$ cat src/rtl/io_arb_pkg.sv
// Shared types for the J1 I/O bus arbiter: FSM states, buffered command record, port count.
package io_arb_pkg;

  localparam int unsigned NPORT = 2;
  localparam int unsigned IO_AW = 16;
  localparam int unsigned IO_DW = 16;

  typedef enum logic [1:0] {IDLE, ISSUE, RESP} state_t;

  typedef struct packed {
    logic             wr;
    logic [IO_AW-1:0] addr;
    logic [IO_DW-1:0] wdata;
  } io_cmd_t;

endpackage

$ cat src/rtl/io_arb_port.sv
// One requester port: 1-deep command buffer with valid/ready and a held read-data register.
module io_arb_port
  import io_arb_pkg::*;
(
  input  logic             clk,
  input  logic             reset,
  input  logic             valid,
  input  logic             wr,
  input  logic [IO_AW-1:0] addr,
  input  logic [IO_DW-1:0] wdata,
  input  logic             clear,
  input  logic             capture_rdata,
  input  logic [IO_DW-1:0] rdata_in,
  output logic             ready,
  output logic             pend,
  output io_cmd_t          cmd,
  output logic [IO_DW-1:0] rdata
);

  logic             pend_d, pend_q;
  io_cmd_t          cmd_d, cmd_q;
  logic [IO_DW-1:0] rdata_d, rdata_q;

  // clear and a new accept never coincide: ready is low while the buffer is pending
  always_comb begin
    pend_d  = pend_q;
    cmd_d   = cmd_q;
    rdata_d = rdata_q;
    if (clear) pend_d = 1'b0;
    if (valid && !pend_q) begin
      pend_d       = 1'b1;
      cmd_d.wr     = wr;
      cmd_d.addr   = addr;
      cmd_d.wdata  = wdata;
    end
    if (capture_rdata) rdata_d = rdata_in;
  end

  always_ff @(posedge clk or posedge reset) begin
    if (reset) begin
      pend_q  <= 1'b0;
      cmd_q   <= '0;
      rdata_q <= '0;
    end else begin
      pend_q  <= pend_d;
      cmd_q   <= cmd_d;
      rdata_q <= rdata_d;
    end
  end

  assign ready = ~pend_q;
  assign pend  = pend_q;
  assign cmd   = cmd_q;
  assign rdata = rdata_q;

endmodule

$ cat src/rtl/io_arbiter.sv
// Round-robin arbiter sharing the J1 I/O slave bus between the CPU (port 0) and an aux master (port 1).
module io_arbiter
  import io_arb_pkg::*;
#(
  parameter int unsigned AW = IO_AW,
  parameter int unsigned DW = IO_DW
) (
  input  logic          clk,
  input  logic          reset,
  input  logic          m0_valid,
  output logic          m0_ready,
  input  logic          m0_wr,
  input  logic [AW-1:0] m0_addr,
  input  logic [DW-1:0] m0_wdata,
  output logic          m0_done,
  output logic [DW-1:0] m0_rdata,
  input  logic          m1_valid,
  output logic          m1_ready,
  input  logic          m1_wr,
  input  logic [AW-1:0] m1_addr,
  input  logic [DW-1:0] m1_wdata,
  output logic          m1_done,
  output logic [DW-1:0] m1_rdata,
  output logic          io_rd,
  output logic          io_wr,
  output logic [AW-1:0] io_addr,
  output logic [DW-1:0] io_dout,
  input  logic [DW-1:0] io_din
);

  state_t           state_d, state_q;
  logic             sel_d, sel_q;
  logic             last_d, last_q;
  logic             io_rd_d, io_rd_q, io_wr_d, io_wr_q;
  logic [AW-1:0]    io_addr_d, io_addr_q;
  logic [DW-1:0]    io_dout_d, io_dout_q;
  logic [NPORT-1:0] done_d, done_q;
  logic [NPORT-1:0] pend, clear, cap;
  io_cmd_t          cmd [NPORT];
  io_cmd_t          cmd_sel;

  io_arb_port u_port0 (
    .clk(clk), .reset(reset), .valid(m0_valid), .wr(m0_wr), .addr(m0_addr), .wdata(m0_wdata),
    .clear(clear[0]), .capture_rdata(cap[0]), .rdata_in(io_din),
    .ready(m0_ready), .pend(pend[0]), .cmd(cmd[0]), .rdata(m0_rdata)
  );

  io_arb_port u_port1 (
    .clk(clk), .reset(reset), .valid(m1_valid), .wr(m1_wr), .addr(m1_addr), .wdata(m1_wdata),
    .clear(clear[1]), .capture_rdata(cap[1]), .rdata_in(io_din),
    .ready(m1_ready), .pend(pend[1]), .cmd(cmd[1]), .rdata(m1_rdata)
  );

  assign cap[0]   = (state_q == ISSUE) && io_rd_q && !sel_q;
  assign cap[1]   = (state_q == ISSUE) && io_rd_q &&  sel_q;
  assign clear[0] = (state_q == RESP) && !sel_q;
  assign clear[1] = (state_q == RESP) &&  sel_q;

  // Strobes are loaded on the IDLE->ISSUE edge so they are pure flop outputs during ISSUE
  always_comb begin
    state_d   = state_q;
    sel_d     = sel_q;
    last_d    = last_q;
    io_rd_d   = 1'b0;
    io_wr_d   = 1'b0;
    io_addr_d = '0;
    io_dout_d = '0;
    done_d    = '0;
    cmd_sel   = '0;
    case (state_q)
      IDLE: begin
        if (|pend) begin
          sel_d     = (pend[0] && pend[1]) ? ~last_q : pend[1];
          cmd_sel   = sel_d ? cmd[1] : cmd[0];
          io_wr_d   = cmd_sel.wr;
          io_rd_d   = ~cmd_sel.wr;
          io_addr_d = cmd_sel.addr;
          io_dout_d = cmd_sel.wr ? cmd_sel.wdata : '0;
          state_d   = ISSUE;
        end
      end
      ISSUE: begin
        done_d[sel_q] = 1'b1;
        state_d       = RESP;
      end
      RESP: begin
        last_d  = sel_q;
        state_d = IDLE;
      end
      default: state_d = IDLE;
    endcase
  end

  always_ff @(posedge clk or posedge reset) begin
    if (reset) begin
      state_q   <= IDLE;
      sel_q     <= 1'b0;
      last_q    <= 1'b1;
      io_rd_q   <= 1'b0;
      io_wr_q   <= 1'b0;
      io_addr_q <= '0;
      io_dout_q <= '0;
      done_q    <= '0;
    end else begin
      state_q   <= state_d;
      sel_q     <= sel_d;
      last_q    <= last_d;
      io_rd_q   <= io_rd_d;
      io_wr_q   <= io_wr_d;
      io_addr_q <= io_addr_d;
      io_dout_q <= io_dout_d;
      done_q    <= done_d;
    end
  end

  assign io_rd   = io_rd_q;
  assign io_wr   = io_wr_q;
  assign io_addr = io_addr_q;
  assign io_dout = io_dout_q;
  assign m0_done = done_q[0];
  assign m1_done = done_q[1];

endmodule

$ cat config.mk
export PLATFORM = sky130hd
export DESIGN_NAME = io_arbiter
export DESIGN_NICKNAME = d
export VERILOG_FILES = /design/src/rtl/io_arb_pkg.sv /design/src/rtl/io_arb_port.sv /design/src/rtl/io_arbiter.sv
export SDC_FILE = /design/constraint.sdc
export NUM_CORES = 1
export LEC_CHECK = 0
export ABC_AREA = 1
export BUFFER_PORTS_ARGS = -buffer_cell sky130_fd_sc_hd__buf_2
export CAP_MARGIN = 20
export CORE_ASPECT_RATIO = 1.5
export CORE_MARGIN = 4
export CORE_UTILIZATION = 52
export DETAILED_ROUTE_END_ITERATION = 12
export PLACE_DENSITY = 0.79
export SLEW_MARGIN = 20
export SYNTH_ARGS = -nofsm -noshare
export SYNTH_HDL_FRONTEND = slang
export SYNTH_HIERARCHICAL = 1
export SYNTH_SLANG_ARGS = --single-unit
$ cat constraint.sdc
create_clock -name clk -period 1.45 [get_ports clk]
set_input_delay 0.0725 -clock clk [delete_from_list [all_inputs] [get_ports clk]]
set_output_delay 0.0725 -clock clk [all_outputs]
set_load 0.02 [all_outputs]
==> results of run 1 <==
## cell usage after synthesis (all sizes together)
cell	instances	share of area
buf	33	0.046
nand2	206	0.15
dfstp	1	0.0045
clkbuf	3	0.0024
dfrtp	139	0.60
nor2	57	0.042
o21ai	52	0.045
a21boi	1	0.0013
inv	61	0.040
nand3	84	0.074
## worst max-delay path, cell delays in order (launching register included)
cell     delay (ns)
dfrtp_1        0.37
inv_1          0.10
nand2_1        0.12
nor2_4         0.34
nand3_4        0.25
nor2_1         0.17
## layout make-up
type / instances / area (um2) / area share
Tap cell: 147 / 184 / 0.0224
Multi-Input combinational cell: 402 / 1840 / 0.225
Sequential cell: 140 / 3500 / 0.427
Timing Repair Buffer: 252 / 1830 / 0.223
Clock buffer: 18 / 439 / 0.0535
Clock inverter: 14 / 169 / 0.0206
Inverter: 61 / 239 / 0.0291
## state kept, by name (all words and copies together) (netlist names)
register	count
u_port0/cmd	33
u_port1/cmd	33
io_addr	16
io_dout	16
u_port0/rdata	16
u_port1/rdata	16
done_q	2
state_q	2
io_rd	1
io_wr	1
last_q	1
sel_q	1
u_port0/pend	1
u_port1/pend	1
## final timing paths
check                      depth (start not counted)  slack, ns       startpoint                to
setup / recovery                                   5       0.03       state_q[0]        io_dout[2]
hold / removal                                     3       0.13         m1_valid   u_port1/cmd[32]
max in group asynchronous                          4       0.64            reset    u_port0/cmd[4]
hold reg to reg                                    2       0.47  u_port1/cmd[18]   u_port1/cmd[18]
min in group asynchronous                          3       0.25            reset  u_port0/rdata[1]
setup reg to reg                                   5       0.03       state_q[0]        io_dout[2]
## repair_timing
action,4_1_cts,5_1_grt
hold endpoints to repair,158,0
hold buffers,83,0
buffers inserted,1,0
pin swaps,1,2
gates cloned,1,1
setup endpoints to repair,15,19
gates resized for setup,2,5
## report_power, final
group / switching [W] / total [W] / internal, W
Sequential: 0.000975 / 0.00664 / 0.00566
Clock: 0.00169 / 0.00444 / 0.00275
Combinational: 0.00459 / 0.00691 / 0.00232
Total: 0.00725 / 0.0180 / 0.0107
## routing by layer
metal	GRT usage	vias up	part of all wire
met1	0.299	2538	0.36
met3	0.0732	59	0.073
li1	-	2455	-
met2	0.474	274	0.52
met5	0	-	0
met4	0.148	0	0.045
## cells in the final DEF (no fill, tap or decap)
cell type,instances
a21boi_1,1
buf_12,9
buf_2,154
buf_4,6
bufinv_16,3
clkbuf_16,17
clkbuf_8,1
clkinv_2,3
clkinv_4,1
clkinvlp_4,5
dfrtp_1,139
dfstp_2,1
dlygate4sd3_1,83
inv_1,55
inv_2,4
inv_4,1
inv_6,2
inv_8,1
nand2_1,181
nand2_2,22
nand2_4,1
nand2_8,2
nand3_1,83
nand3_4,2
nor2_1,44
nor2_2,13
nor2_4,1
o21ai_0,51
o21ai_1,1
## per-stage QoR
stage / cells / setup TNS [ns] / setup WS [ns] / util
5_1_grt: 1034 / -0.335 / -0.0512 / 0.746
2_1_floorplan: 637 / 0 / 0.176 / -
6_report: 1034 / 0 / 0.0331 / 0.746
3_3_place_gp: 916 / 0 / 0.0626 / 0.611
3_5_place_dp: 916 / -0.0227 / -0.00915 / 0.611
4_1_cts: 1033 / 0 / 0.00583 / 0.744
## kinds of logic (layout without fill, tap and decap cells)
kind of cell	Yosys count	in the layout	synth area share
buffers and inverters	97	345	0.0882
AND/OR/NAND/NOR	347	349	0.265
flip-flops	140	140	0.601
AO/OA/AOI/OAI	53	53	0.0459
==> qor.csv, run 1 <==
stage,metric,value,unit
worst_setup_path,highest fanout seen on the critical path,12,
global_routing,number of antenna violations at the first check in global routing,0,
worst_setup_path,Worst Path Required,1.79,ns
cts,master cell of the clock root buffer,clkbuf_16,
placement,DP Area,6720,um2
cts,deepest level of the CTS H-tree,4,
sta,maximum clock frequency,0.706,GHz
global_routing,number of global-route vias before repair,5536,
sta,Slew Limit Fails,0,
yosys,share of synthesized area occupied by flip-flops and latches,0.601,
sta,Final Hold Vio Count,0,
yosys,#FFs+latches synth,140,
die,Initial Util,0.530,
die,Die Width,94.5,um
global_routing,global-route wire length before repair,26.8,mm
power,post-layout power,0.0180,W
sta,clock skew after layout,0.00996,ns
sta,smallest hold slack,0.133,ns
yosys,post-synth net total,723,
global_routing,largest net degree at the start of global routing,35,
worst_setup_path,crit path kind,register to register,
sta,max-slew headroom at the worst pin,0.640,
cts,CTS tree,built,
layout,count of filler cells inserted in the layout,710,
die,core area,11000,um2
yosys,"Distinct cells, synth",23,
power,peak supply drop,0.00158,V
placement,global placement routability congestion,0.861,
yosys,post-synthesis cell area,5830,um2
detailed_routing,wire length after detailed routing,17.1,mm
worst_setup_path,CP Data Arrival Time,1.75,ns
layout,final design instance area without fill,8210,um2
cts,Clock Sink Count,140,
cts,deepest clock path buffer count,2,
power,reported leakage power,4.36,nW
worst_setup_path,element type at the critical path end,register,
detailed_routing,# DRC,0,
sta,final setup violation count,0,
detailed_routing,first-iteration detailed-routing DRC count,367,
global_routing,GRT Residual Overflow,0,
cts,clock transition at the registers of the reported paths,0.06,ns
sta,RSZ-0062 raised after global routing,true,
yosys,synthesized instance count,637,
run_status,status,"finished, final reports clean",
layout,Synth-to-Final Area Change,40.8,%
sta,pin slew with the least headroom to its limit,0.540,ns
die,DIE HEIGHT,138,um
placement,placed wire-length estimate after detailed placement,10.2,mm
power,power per unit of standard cell area,2190,nW/um2
detailed_routing,Via Count,5326,
cts,number of buffers created by CTS,17,
worst_setup_path,kind of launch point of the worst setup path,register,
layout,number of nets in the layout,960,
die,die area,13000,um2
layout,fraction of layout cells with a size suffix above 1,0.281,
detailed_routing,Pre-Repair DR Iteration Count,7,
placement,count of buffers inserted at the top-level ports,155,
worst_hold_path,worst hold path class,input pin to register,
die,FP Rows,47,
layout,count of inserted antenna diode cells,0,
sta,minimum period implied by the final worst setup slack,1.42,ns
detailed_routing,"antenna viol nets, final",0,
die,Boundary Pins,156,
global_routing,total track usage,0.272,
yosys,average cell area after synthesis,9.15,um2
detailed_routing,via-per-instance ratio,5.15,
cts,clock network latency to the later pin of the worst-skew pair,0.42,ns
sta,Tcrit/Tclk final,0.977,
yosys,number of warnings reported in the yosys synthesis log,6,
detailed_routing,average wire length per cell after detail routing,16.5,um
job,number of maximum-capacitance constraint violations,0,
No activity file was read; power rests on OpenSTA's default activity.
==> run 2, diff against run 1 <==
--- a/config.mk
+++ b/config.mk
@@ -6,13 +6,13 @@
 export NUM_CORES = 1
 export LEC_CHECK = 0
 export ABC_AREA = 1
-export BUFFER_PORTS_ARGS = -buffer_cell sky130_fd_sc_hd__buf_2
+export BUFFER_PORTS_ARGS = -buffer_cell sky130_fd_sc_hd__buf_4
 export CAP_MARGIN = 20
 export CORE_ASPECT_RATIO = 1.5
 export CORE_MARGIN = 4
-export CORE_UTILIZATION = 52
+export CORE_UTILIZATION = 47
 export DETAILED_ROUTE_END_ITERATION = 12
-export PLACE_DENSITY = 0.79
+export PLACE_DENSITY = 0.75
 export SLEW_MARGIN = 20
 export SYNTH_ARGS = -nofsm -noshare
 export SYNTH_HDL_FRONTEND = slang
==> constraint.sdc (replaced) <==
create_clock -name clk -period 1.2 [get_ports clk]
set_input_delay 0.06 -clock clk [delete_from_list [all_inputs] [get_ports clk]]
set_output_delay 0.06 -clock clk [all_outputs]
set_load 0.02 [all_outputs]
==> run 2 against run 1 <==
The flow now finishes with violations (negative setup slack). Via count up 1.6%. Final cell count up 3.1%. Worst setup slack worse by 0.10 ns. Clock skew up 0.00056 ns. Register-to-register slack worse by 0.10 ns. Non-clock buffer count up 26. Sequential power up 22%. Largest power group unchanged. Clock-buffer cell count up 7. Sequential cell count unchanged. Core utilization up 0.43 points. First-iteration DRC count down 25%. Global-route usage down 2.6 points.
==> qor.csv, run 2 (synthesis results as in run 1) <==
stage,metric,value,unit,change
sta,Slew Limit Fails,0,,unchanged
sta,max-slew headroom at the worst pin,0.721,,+0.0812
placement,placed wire-length estimate after detailed placement,10.7,mm,+4.7%
worst_setup_path,slack of the worst reg-to-reg path,-0.07,ns,-0.10 ns
cts,clock network latency to the later pin of the worst-skew pair,0.41,ns,about the same
sta,RSZ-0062 raised after global routing,true,,
layout,fin cells,1066,,+3.1%
worst_setup_path,Worst R2R End,io_dout[7],,
cts,clock transition at the registers of the reported paths,0.06,ns,about the same
detailed_routing,"antenna viol nets, final",0,,unchanged
sta,Tcrit/Tclk final,1.06,,+0.0823
worst_setup_path,FF-to-FF Start,last_q,,
cts,Clock Sink Count,140,,unchanged
layout,"top library cells by usage in the layout, fill and taps aside","173 x buf_4, 167 x nand2_1, 138 x dfrtp_1, 83 x dlygate4sd3_1, 82 x nand3_1",,
global_routing,number of global-route vias before repair,5682,,+2.6%
worst_setup_path,kind of launch point of the worst setup path,register,,
global_routing,number of antenna violations at the first check in global routing,0,,unchanged
worst_setup_path,depth of the worst register-to-register path,7,,+2
worst_setup_path,stages on the worst setup path,7,,+2
worst_setup_path,Critical path buffers and inverters,2,,+1
worst_setup_path,Worst Setup EP,io_dout[7],,
detailed_routing,first-iteration detailed-routing DRC count,275,,-25%
job,number of maximum-capacitance constraint violations,0,,unchanged
sta,minimum period implied by the final worst setup slack,1.27,ns,-0.146 ns
worst_setup_path,family of cells with the greatest summed delay on the critical path,flip-flops,,
sta,pin slew with the least headroom to its limit,0.419,ns,-0.121 ns
worst_setup_path,crit path kind,register to register,,
sta,minimum setup slack in the final design,-0.0713,ns,-0.104 ns
die,DIE HEIGHT,144,um,+4.9%
layout,number of nets in the layout,987,,+2.8%
worst_setup_path,launching element of the worst setup path,last_q,,
placement,count of buffers inserted at the top-level ports,155,,unchanged
power,reported leakage power,4.71,nW,+8.1%
detailed_routing,# DRC,0,,unchanged
power,power per unit of standard cell area,2640,nW/um2,+21%
cts,deepest level of the CTS H-tree,4,,unchanged
worst_hold_path,origin of the worst min-delay path,m1_valid,,
worst_setup_path,Worst Path Required,1.54,ns,-0.25 ns
sta,Final Hold Vio Count,0,,unchanged
die,die area,14300,um2,+9.9%
layout,fraction of layout cells with a size suffix above 1,0.331,,+0.0501
detailed_routing,wire length after detailed routing,17.7,mm,+3.7%
layout,"most common cell after layout, fill and taps aside",buf_4,,
die,Initial Util,0.483,,-0.0474
sta,clock skew after layout,0.0105,ns,+0.000559 ns
worst_setup_path,CP Data Arrival Time,1.61,ns,-0.14 ns
placement,minimum setup slack after placement,-0.162,ns,-0.153 ns
worst_setup_path,element type at the critical path end,register,,
detailed_routing,via-per-instance ratio,5.07,,-1.5%
layout,core occupancy in the finished layout,0.751,,+0.00427
run_status,status,finished with violations,,
die,FP Rows,49,,+4.3%
global_routing,GRT Residual Overflow,0,,unchanged
die,core area,12100,um2,+9.8%
worst_setup_path,most repeated library cell on the critical path,nand2_1,,
global_routing,total track usage,0.246,,-0.0257
layout,Synth-to-Final Area Change,55.5,%,
detailed_routing,Via Count,5409,,+1.6%
cts,CTS tree,built,,
sta,maximum clock frequency,0.787,GHz,+11%
die,Die Width,98.9,um,+4.7%
worst_setup_path,cell chain of the critical path,nand2_4 -> nand2_8 -> buf_12 -> nand2_1 -> nand2_1 -> inv_1 -> nor2_2,,
cts,deepest clock path buffer count,2,,unchanged
global_routing,largest net degree at the start of global routing,35,,unchanged
worst_setup_path,cell type of the slowest stage on the worst timing path,dfstp_2,,
placement,Inst Count DP,936,,+2.2%
worst_hold_path,worst hold path class,input pin to register,,
sta,final setup violation count,49,,+49
cts,master cell of the clock root buffer,clkbuf_16,,
run_status,failing checks,negative setup slack,,
global_routing,global-route wire length before repair,27.3,mm,+1.8%
detailed_routing,Pre-Repair DR Iteration Count,5,,-2
detailed_routing,average wire length per cell after detail routing,16.6,um,+0.55%
cts,number of buffers created by CTS,17,,unchanged
layout,count of filler cells inserted in the layout,790,,+11%
die,Boundary Pins,156,,unchanged
layout,count of inserted antenna diode cells,0,,unchanged
power,peak supply drop,0.00151,V,-4.0%
placement,global placement routability congestion,0.833,,-3.2%
worst_setup_path,highest fanout seen on the critical path,9,,-3
worst_setup_path,delay of the slowest cell on the worst path,0.57,ns,+0.20 ns
## run 2: worst min-delay path: cells and delay by family
kind          cells  cell delay (ns)
buf+inv           1             0.21
simple gates      2             0.16
## run 2: worst min-delay path by stage
| stage | endpoint | slack, ns | depth (start not counted) |
|---|---|---|---|
| after floorplan | u_port0/cmd[0] | 0.10 | 1 |
| after global placement | done_q[1] | 0.09 | 2 |
| after detailed placement | done_q[1] | 0.09 | 2 |
| after CTS | u_port1/cmd[4] | 0.03 | 3 |
| after global routing | u_port1/cmd[2] | 0.06 | 3 |
| final | u_port1/cmd[4] | 0.05 | 3 |
## run 2: final cells by class
| class | instances | area [um2] | share of cell area |
|---|---|---|---|
| sequential | 140 | 3510 | 0.387 |
| clock buffer | 25 | 505 | 0.0558 |
| multi-input combinational | 403 | 1990 | 0.220 |
| inverter | 61 | 249 | 0.0275 |
| tap | 153 | 191 | 0.0211 |
| clock inverter | 6 | 108 | 0.0119 |
| timing repair buffer | 278 | 2510 | 0.277 |
## run 2: per-layer routing
layer	track usage	routed length (um)
met5	0	0
met4	0.137	781
met3	0.0652	940
met2	0.443	9580
met1	0.260	6430
## run 2: per-stage QoR
step / hold slack [ns] / TNS [ns] / instance area [um2] / power, W
floorplan: 0.102 / 0 / 5850 / 0.0134
global placement: 0.0935 / -0.898 / 7280 / 0.0167
detailed placement: 0.0919 / -2.84 / 7280 / 0.0170
CTS: 0.0268 / -0.750 / 8910 / 0.0233
global route: 0.0559 / -5.51 / 9060 / 0.0253
finish: 0.0500 / -1.78 / 9060 / 0.0240
## run 2: what timing repair did
action,in CTS,in global routing
gates resized for setup,22,67
gates cloned,3,3
pin swaps,5,13
hold endpoints to repair,238,0
buffers inserted,11,1
hold buffers,83,0
endpoints found under the setup margin,51,100
## run 2: power by group
group | switching (W) | total (W) | internal, W
logic | 0.00605 | 0.0105 | 0.00442
registers | 0.00127 | 0.00812 | 0.00685
clock network | 0.00185 | 0.00537 | 0.00353
total | 0.00917 | 0.0240 | 0.0148
==> run 3, diff against run 2 <==
--- a/config.mk
+++ b/config.mk
@@ -8,11 +8,13 @@
 export ABC_AREA = 1
 export BUFFER_PORTS_ARGS = -buffer_cell sky130_fd_sc_hd__buf_4
 export CAP_MARGIN = 20
+export CELL_PAD_IN_SITES_DETAIL_PLACEMENT = 1
+export CELL_PAD_IN_SITES_GLOBAL_PLACEMENT = 1
 export CORE_ASPECT_RATIO = 1.5
 export CORE_MARGIN = 4
-export CORE_UTILIZATION = 47
+export CORE_UTILIZATION = 35
 export DETAILED_ROUTE_END_ITERATION = 12
-export PLACE_DENSITY = 0.75
+export PLACE_DENSITY_LB_ADDON = 0.1
 export SLEW_MARGIN = 20
 export SYNTH_ARGS = -nofsm -noshare
 export SYNTH_HDL_FRONTEND = slang
==> run 3 against run 2 <==
Sequential cell count is the same. Wire length is 17% higher. Critical endpoint is now u_port0/rdata[14]. Clock-buffer cell count fell by 5. Core utilization fell by 18 points. The flow still finishes with violations (negative setup slack). Highest routed layer unchanged. Global-route usage decreased by 2.5 points. Worst setup slack got worse by 0.018 ns. Non-clock buffer count increased by 2.
==> qor.csv, run 3 (synthesis results as in run 1) <==
stage,metric,value,unit,change
cts,clock transition at the registers of the reported paths,0.06,ns,about the same
worst_setup_path,Worst Path Required,1.49,ns,-0.05 ns
global_routing,number of global-route vias before repair,6080,,+7.0%
power,peak supply drop,0.00122,V,-19%
detailed_routing,Via Count,5432,,+0.43%
layout,fin cells,1127,,+5.7%
layout,count of inserted antenna diode cells,0,,unchanged
sta,minimum setup slack in the final design,-0.0888,ns,-0.0175 ns
sta,maximum clock frequency,0.776,GHz,-1.4%
power,Flop pwr share,0.334,,-0.005
detailed_routing,wire length after detailed routing,20.8,mm,+17%
sta,max-slew headroom at the worst pin,0.696,,-0.0251
cts,number of buffers created by CTS,17,,unchanged
sta,Tcrit/Tclk final,1.07,,+0.0146
worst_setup_path,delay of the slowest cell on the worst path,0.42,ns,-0.15 ns
worst_setup_path,cell type of the slowest stage on the worst timing path,dfrtp_1,,
placement,global placement routability congestion,0.767,,-7.9%
die,Die Width,113,um,+15%
sta,pin slew with the least headroom to its limit,0.456,ns,+0.0377 ns
sta,Final Hold Vio Count,0,,unchanged
worst_setup_path,highest fanout seen on the critical path,8,,-1
sta,Slew Limit Fails,0,,unchanged
global_routing,GRT Residual Overflow,0,,unchanged
detailed_routing,first-iteration detailed-routing DRC count,250,,-9.1%
cts,clock network latency to the later pin of the worst-skew pair,0.42,ns,about the same
sta,clock skew after layout,0.00701,ns,-0.00351 ns
detailed_routing,Pre-Repair DR Iteration Count,4,,-1
power,reported leakage power,4.73,nW,+0.32%
global_routing,total track usage,0.221,,-0.0250
sta,RSZ-0062 raised after global routing,true,,
sta,minimum period implied by the final worst setup slack,1.29,ns,+0.0175 ns
power,switching share of power,0.402,,+0.0191
placement,Inst Count DP,990,,+5.8%
worst_setup_path,cell chain of the critical path,nor2_2 -> nand2_2 -> nor2_4 -> buf_6 -> buf_12 -> o21ai_1,,
job,number of maximum-capacitance constraint violations,0,,unchanged
power,Clk pwr share,0.207,,-0.017
detailed_routing,average wire length per cell after detail routing,18.5,um,+11%
detailed_routing,# DRC,0,,unchanged
worst_setup_path,element type at the critical path end,register,,
die,core area,16300,um2,+35%
power,internal power summed over all cells,0.0146,W,-1.4%
layout,fraction of layout cells with a size suffix above 1,0.353,,+0.0221
power,P_sw,0.00979,W,+6.8%
power,post-layout power,0.0244,W,+1.7%
cts,deepest level of the CTS H-tree,4,,unchanged
layout,number of nets in the layout,994,,+0.71%
worst_setup_path,family of cells with the greatest summed delay on the critical path,flip-flops,,
layout,count of filler cells inserted in the layout,1797,,+130%
worst_setup_path,kind of launch point of the worst setup path,register,,
layout,Synth-to-Final Area Change,59.5,%,
die,Boundary Pins,156,,unchanged
detailed_routing,via-per-instance ratio,4.82,,-5.0%
die,die area,18800,um2,+32%
detailed_routing,"antenna viol nets, final",0,,unchanged
layout,"top library cells by usage in the layout, fill and taps aside","173 x buf_4, 167 x nand2_1, 138 x dfrtp_1, 83 x dlygate4sd3_1, 82 x nand3_1",,
sta,final setup violation count,65,,+33%
power,power per unit of standard cell area,2620,nW/um2,-0.82%
run_status,status,finished with violations,,
cts,deepest clock path buffer count,2,,unchanged
power,power share of the combinational group,0.460,,+0.023
placement,placed wire-length estimate after detailed placement,12.4,mm,+16%
worst_hold_path,worst hold path class,input pin to register,,
global_routing,number of antenna violations at the first check in global routing,0,,unchanged
layout,"most common cell after layout, fill and taps aside",buf_4,,
die,DIE HEIGHT,166,um,+15%
cts,Clock Sink Count,140,,unchanged
die,Initial Util,0.358,,-0.124
worst_setup_path,crit path kind,register to register,,
cts,CTS tree,built,,
worst_setup_path,CP Data Arrival Time,1.58,ns,-0.03 ns
global_routing,global-route wire length before repair,32.4,mm,+19%
die,FP Rows,57,,+16%
global_routing,largest net degree at the start of global routing,33,,-5.7%
run_status,failing checks,negative setup slack,,
worst_setup_path,Critical path buffers and inverters,2,,unchanged
cts,master cell of the clock root buffer,clkbuf_16,,
placement,count of buffers inserted at the top-level ports,155,,unchanged
## run 3: cell count changes in the layout (fill, tap and decap cells not counted), moves of 3 or more
cell,change
o21ai_2,+8
nand2_8,+5
o21ai_0,-5
buf_8,+4
clkbuf_8,-4
clkinv_2,+4
inv_1,-3
inv_2,+3
nor2_1,-3
o21ai_1,-3
## run 3: worst reg2reg max path, cell delays in order (launching register included)
cell     delay, ns
dfrtp_1       0.42
nor2_2        0.16
nand2_2       0.11
nor2_4        0.13
buf_6         0.14
buf_12        0.14
o21ai_1       0.08
## run 3: per-layer routing
| metal | vias up | wire length, um | global-route usage |
|---|---|---|---|
| met5 | - | 0 | 0 |
| met4 | 0 | 425 | 0.0743 |
| met3 | 26 | 998 | 0.0536 |
| met2 | 151 | 11800 | 0.405 |
| met1 | 2713 | 7660 | 0.248 |
| li1 | 2542 | - | - |
## run 3: area by class of cell
cell class                 count  area (um2)  area share
inverter                      61         249      0.0268
sequential                   140        3510       0.377
tap                          206         258      0.0277
timing repair buffer         280        2560       0.275
multi-input combinational    408        2150       0.232
clock inverter                12         123      0.0132
clock buffer                  20         447      0.0481
## run 3: worst paths after layout
path	start	to	slack (ns)	cells after the start
setup / recovery	state_q[1]	u_port0/rdata[14]	-0.09	6
min in group asynchronous	reset	sel_q	0.26	3
max in group asynchronous	reset	io_dout[8]	0.47	4
hold / removal	m1_valid	u_port1/cmd[24]	0.09	3
setup reg to reg	state_q[1]	u_port0/rdata[14]	-0.09	6
hold reg to reg	u_port1/cmd[19]	u_port1/cmd[19]	0.46	2
## run 3: what timing repair did
| action | in CTS | in global routing |
|---|---|---|
| gates resized for setup | 58 | 67 |
| gates cloned | 6 | 6 |
| buffers inserted | 10 | 1 |
| hold endpoints to repair | 213 | 0 |
| endpoints found under the setup margin | 77 | 135 |
| hold buffers | 83 | 0 |
| pin swaps | 8 | 12 |
## run 3: power by group through the flow
| stage | registers, W | logic [W] | clock network (W) |
|---|---|---|---|
| 6_report | 0.00814 | 0.0112 | 0.00503 |
| 5_1_grt | 0.00841 | 0.0122 | 0.00540 |
| 4_1_cts | 0.00809 | 0.0104 | 0.00517 |
| 3_5_place_dp | 0.00811 | 0.00913 | 0 |
| 3_3_place_gp | 0.00805 | 0.00882 | 0 |
| 2_1_floorplan | 0.00900 | 0.00436 | 0 |
## run 3: per-stage QoR
stage               instance area [um2]  utilization  hold slack, ns  TNS, ns  setup WS [ns]
floorplan                          5850            -           0.102        0         0.0104
global placement                   7340        0.451           0.121   -0.995        -0.0676
detailed placement                 7340        0.451           0.128    -3.42         -0.159
CTS                                9050        0.556          0.0575   -0.635        -0.0569
global route                       9300        0.572           0.105    -7.83         -0.154
finish                             9300        0.572          0.0945    -2.13        -0.0888
